==> src/rtl/comparator_bist.sv <==
// On-chip exhaustive tester for a WIDTH-input, 1-output combinational unit:
// walks every input code, captures the response and compares it to a golden table.
module comparator_bist #(
    parameter int                  WIDTH    = 4,
    parameter int                  SETTLE   = 1,
    parameter logic [2**WIDTH-1:0] EXPECTED = 16'hFC00
) (
    input  logic                  clk,
    input  logic                  rst,
    input  logic                  start,
    input  logic                  dut_out,
    output logic [WIDTH-1:0]      dut_in,
    output logic                  busy,
    output logic                  done,
    output logic                  pass,
    output logic [2**WIDTH-1:0]   result,
    output logic [WIDTH:0]        fail_count,
    output logic [WIDTH-1:0]      fail_index
);

    localparam int NCODES = 2**WIDTH;
    localparam int HW     = (SETTLE > 0) ? $clog2(SETTLE + 1) : 1;

    localparam logic [HW-1:0]    SETTLE_CNT = HW'(SETTLE);
    localparam logic [WIDTH-1:0] LAST_CODE  = {WIDTH{1'b1}};

    localparam logic [1:0] S_IDLE = 2'd0;
    localparam logic [1:0] S_RUN  = 2'd1;
    localparam logic [1:0] S_DONE = 2'd2;

    logic [1:0]        state_q, state_d;
    logic [HW-1:0]     hold_q, hold_d;
    logic [WIDTH-1:0]  dut_in_q, dut_in_d;
    logic              busy_q, busy_d;
    logic              done_q, done_d;
    logic              pass_q, pass_d;
    logic [NCODES-1:0] result_q, result_d;
    logic [WIDTH:0]    fail_count_q, fail_count_d;
    logic [WIDTH-1:0]  fail_index_q, fail_index_d;

    always_comb begin
        state_d      = state_q;
        hold_d       = hold_q;
        dut_in_d     = dut_in_q;
        busy_d       = busy_q;
        done_d       = done_q;
        pass_d       = pass_q;
        result_d     = result_q;
        fail_count_d = fail_count_q;
        fail_index_d = fail_index_q;

        case (state_q)
            S_IDLE, S_DONE: begin
                if (start) begin
                    state_d      = S_RUN;
                    busy_d       = 1'b1;
                    done_d       = 1'b0;
                    pass_d       = 1'b0;
                    dut_in_d     = '0;
                    hold_d       = '0;
                    result_d     = '0;
                    fail_count_d = '0;
                    fail_index_d = '0;
                end
            end
            S_RUN: begin
                if (hold_q == SETTLE_CNT) begin
                    result_d[dut_in_q] = dut_out;
                    if (dut_out != EXPECTED[dut_in_q]) begin
                        fail_count_d = fail_count_q + (WIDTH+1)'(1);
                        if (fail_count_q == '0) begin
                            fail_index_d = dut_in_q;
                        end
                    end
                    hold_d = '0;
                    // Final capture and DONE entry share an edge so status is complete when done rises.
                    if (dut_in_q == LAST_CODE) begin
                        state_d = S_DONE;
                        busy_d  = 1'b0;
                        done_d  = 1'b1;
                        pass_d  = (fail_count_d == '0);
                    end else begin
                        dut_in_d = dut_in_q + WIDTH'(1);
                    end
                end else begin
                    hold_d = hold_q + HW'(1);
                end
            end
            default: begin
                state_d = S_IDLE;
            end
        endcase
    end

    always_ff @(posedge clk or posedge rst) begin
        if (rst) begin
            state_q      <= S_IDLE;
            hold_q       <= '0;
            dut_in_q     <= '0;
            busy_q       <= 1'b0;
            done_q       <= 1'b0;
            pass_q       <= 1'b0;
            result_q     <= '0;
            fail_count_q <= '0;
            fail_index_q <= '0;
        end else begin
            state_q      <= state_d;
            hold_q       <= hold_d;
            dut_in_q     <= dut_in_d;
            busy_q       <= busy_d;
            done_q       <= done_d;
            pass_q       <= pass_d;
            result_q     <= result_d;
            fail_count_q <= fail_count_d;
            fail_index_q <= fail_index_d;
        end
    end

    assign dut_in     = dut_in_q;
    assign busy       = busy_q;
    assign done       = done_q;
    assign pass       = pass_q;
    assign result     = result_q;
    assign fail_count = fail_count_q;
    assign fail_index = fail_index_q;

endmodule
==> config.mk <==
export PLATFORM = sky130hd
export DESIGN_NAME = comparator_bist
export DESIGN_NICKNAME = d
export VERILOG_FILES = /design/src/rtl/comparator_bist.sv
export SDC_FILE = /design/constraint.sdc
export NUM_CORES = 1
export LEC_CHECK = 0
export CORE_ASPECT_RATIO = 0.8
export CORE_MARGIN = 3
export CORE_UTILIZATION = 43
export DETAILED_ROUTE_END_ITERATION = 12
export HOLD_SLACK_MARGIN = 0.03
export PLACE_DENSITY = 0.71
export SLEW_MARGIN = 20
export SYNTH_ARGS = -nofsm -noshare
export SYNTH_HDL_FRONTEND = slang
export SYNTH_SLANG_ARGS = --single-unit
==> constraint.sdc <==
create_clock -name clk -period 2.2 [get_ports clk]
set_clock_uncertainty 0.2 [all_clocks]
set_input_delay 0.22 -clock clk [delete_from_list [all_inputs] [get_ports clk]]
set_output_delay 0.22 -clock clk [all_outputs]
set_load 0.01 [all_outputs]
==> impl_metrics.csv <==
group,metric,value,unit
yosys,syn_avg_cell_area,9.772,sq um
layout,n_antenna_cell,0,
drt,drtAntennaViolNets,0,
die,row_count,20,
yosys,synth_warnings,0,
yosys,syn_nets,194,
worst_setup_path,rr_endpoint,"fail_index[2]",
timing,rsz0062_at_grt,"false",
timing,timing.final.crit_period,1.903,ns
drt,first_pass_iters,5,
yosys,synth_top_cells_by_area,"dfrtp_1 49%, o21ai_0 10%, a21oi_1 4.2%",
clocking,cts.sinks,35,
clocking,cts_inserted_buffers,5,
clocking,cts_buffer_depth,2,
clocking,tritoncts,"yes",
placed_design,port-buffer-count,35,
worst_setup_path,endpoint_kind,"flop",
drt,drt-total-wl,4.287,mm
drt,avgRoutedWirePerCell,14.89,um
worst_setup_path,worst_ep_required_time,2.18,ns
die,die_area,4998,sq um
timing,finalHoldViolations,0,
clocking,cts_root_buffer,"clkbuf_8",
timing,fmax,525.5,MHz
clocking,htreeDepth,2,
layout,areaGrowthSynthToFinish,30.34,%
power_and_ir_drop,vdd_ir_drop_max,0.9608,mV
layout,design_area,2344,sq um
timing,whs,0.1216,ns
placed_design,dp_hpwl,3.072,mm
yosys,synth_cells,184,
grt,grt_max_degree,36,
grt,antenna_found_initial,0,
placed_design,place_area,2260,sq um
grt,top_usage_layer,"met1",
power_and_ir_drop,leakage,1.034,nW
yosys,synth_top_area_share,48.71,%
grt,grt_use_total,18.64,%
drt,via_per_inst,5.201,
drt,vias,1498,
worst_setup_path,reg2reg_setup_slack,0.30,ns
worst_setup_path,crit_chain,"inv_1, ha_1, or4b_4, nor2b_2, o21ai_2, a22o_1",
worst_setup_path,cp_max_fo,6,
worst_setup_path,reg2reg_depth,6,
layout,drive_above_1_share,11.16,%
yosys,synth_cell_types,37,
timing,setup_violations,0,
job,cap_violations,0,
yosys,yosysSeqAreaShare,48.71,%
worst_setup_path,crit_path_max_incr_delay,0.46,ns
layout,fin_util,60.03,%
timing,finalWorstSetupSlack,0.2971,ns
timing,relSlewSlack,59.14,%
placed_design,dp_worst_setup_slack,0.04624,ns
worst_setup_path,worstReg2RegStart,"fail_count[1]",
die,ios,36,
die,core_area,3904,sq um
drt,drt_iter0_markers,116,
timing,period_share,86.50,%
power_and_ir_drop,finalPower,3.478,mW
die,start_util,46.06,%
placed_design,gp_congestion,0.7984,
grt,grt_util_met2,25.11,%
worst_setup_path,worstSetupPathType,"flop to flop",
clocking,clkTransAtPathRegs,0.07,ns
clocking,post-cts-setup-buffers,0,
grt,use_met3,3.803,%
grt,use_met1,29.20,%
die,die_w,78.30,um
yosys,yosysTopAreaCell,"dfrtp_1",
yosys,ys_seq_elements,35,
worst_setup_path,cp.arrival,1.88,ns
clocking,insertion_delay,0.29,ns
layout,final_nets,242,
worst_setup_path,cp-start-kind,"flop",
placed_design,dp.cells,280,
timing,drv_slew,0,
grt,grt_pass1_vias,1392,
min_path,worstHoldPathType,"input pin to async pin",
layout,fin_cells,288,
timing,finalSetupTns,0,ns
timing,worstMarginPinSlew,0.6123,ns
grt,grt_pass1_wl,7.210,mm
grt,overflow,0,
die,dieHeight,63.84,um
drt,route.detailed.drc,0,
yosys,netlist_area,1798,sq um
power_and_ir_drop,p_per_area,1484,nW/um^2
run_status,status,"finished, final reports clean",
worst_setup_path,cpMaxStageDelayCell,"or4b_4",
==> layer usage <==
metal,part of all wire [%],vias to the layer above,wire (um)
met4,1.2,0,51
met1,52,717,2208
met3,3.7,5,157
met2,44,31,1870
met5,0,-,0
li1,-,745,-
==> how the worst max path moves through the flow <==
| stage | end | slack (ns) | depth (start not counted) | start |
|---|---|---|---|---|
| after global placement | fail_count[2] | 0.11 | 5 | start |
| final | fail_index[2] | 0.30 | 6 | fail_count[1] |
| after detailed placement | dut_in[2] | 0.05 | 5 | start |
| after floorplan | fail_index[0] | 0.35 | 6 | fail_count[0] |
| after CTS | result[7] | 0.20 | 5 | hold_q |
| after global routing | fail_index[0] | 0.20 | 6 | fail_count[1] |
==> cell usage in the layout (no fill, tap or decap), drive strengths merged, types with 2 or more instances in the layout <==
master,instances
a21o,3
a21oi,15
a22o,5
a31oi,3
and3,2
buf,13
clkbuf,7
clkdlybuf4s50,35
dfrtp,35
ha,6
inv,8
mux2i,4
nand2,15
nand2b,4
nand3,3
nand4,3
nand4b,2
nor2,9
nor2b,4
o21ai,38
o22ai,2
o31ai,2
xnor2,5
==> cell families (layout without fill, tap and decap cells) <==
family	after synthesis	in the layout	share of synthesized area, %
buf+inv	15	64	4.731
xor+xnor	6	6	3.967
simple gates	47	47	13.64
compound gates	71	71	22.55
mux	4	4	2.227
flops	35	35	48.71
fa+ha+maj	6	6	4.175
==> power breakdown <==
part | total (mW) | internal [mW] | leakage (nW) | switching, mW
Combinational | 1.96 | 0.921 | 0.534 | 1.04
Clock | 0.454 | 0.222 | 0.0422 | 0.232
Sequential | 1.06 | 0.887 | 0.457 | 0.173
==> registers in the layout, indices dropped and copies added, names as in the netlist <==
signal      cells
state_q         2
fail_count      5
pass            1
hold_q          1
busy            1
result         16
fail_index      4
dut_in          4
done            1
==> synth_stat cells (all sizes together) <==
cell type	n
nand4	3
dfrtp	35
nand3	3
buf	5
a21o	3
and2	1
o31ai	2
nor2	9
o22ai	2
ha	6
nand4b	2
xnor2	5
o21ai	38
a21oi	15
nor2b	4
nand2b	4
mux2i	4
nand2	15
xor2	1
nor3	1
o211ai	1
or4b	1
nand3b	1
a21boi	1
clkbuf	2
inv	8
a22o	5
a31oi	3
o21a	1
or2	1
and3	2
==> timing repair <==
action                                  4_1_cts  5_1_grt
endpoints found under the setup margin        0       13
hold buffers                                  0        0
gates resized for setup                       0        1
==> critical path: cells and delay by family, from the launching register on <==
kind / cells / cell delay [ns]
simple gates: 2 / 0.59
flops: 1 / 0.45
compound gates: 2 / 0.31
fa+ha+maj: 1 / 0.14
buf+inv: 1 / 0.10
==> area by class of cell <==
cell class              count  area [sq um]
multi-input cells         134         839.6
clock buffers               7         76.32
well taps                  55         68.82
flip-flops and latches     35         875.8
fillers                   357          1560
inverters                   8         30.03
repair buffers             48         447.9
clock inverters             1         5.005
No activity file was read; power rests on OpenSTA's default activity.
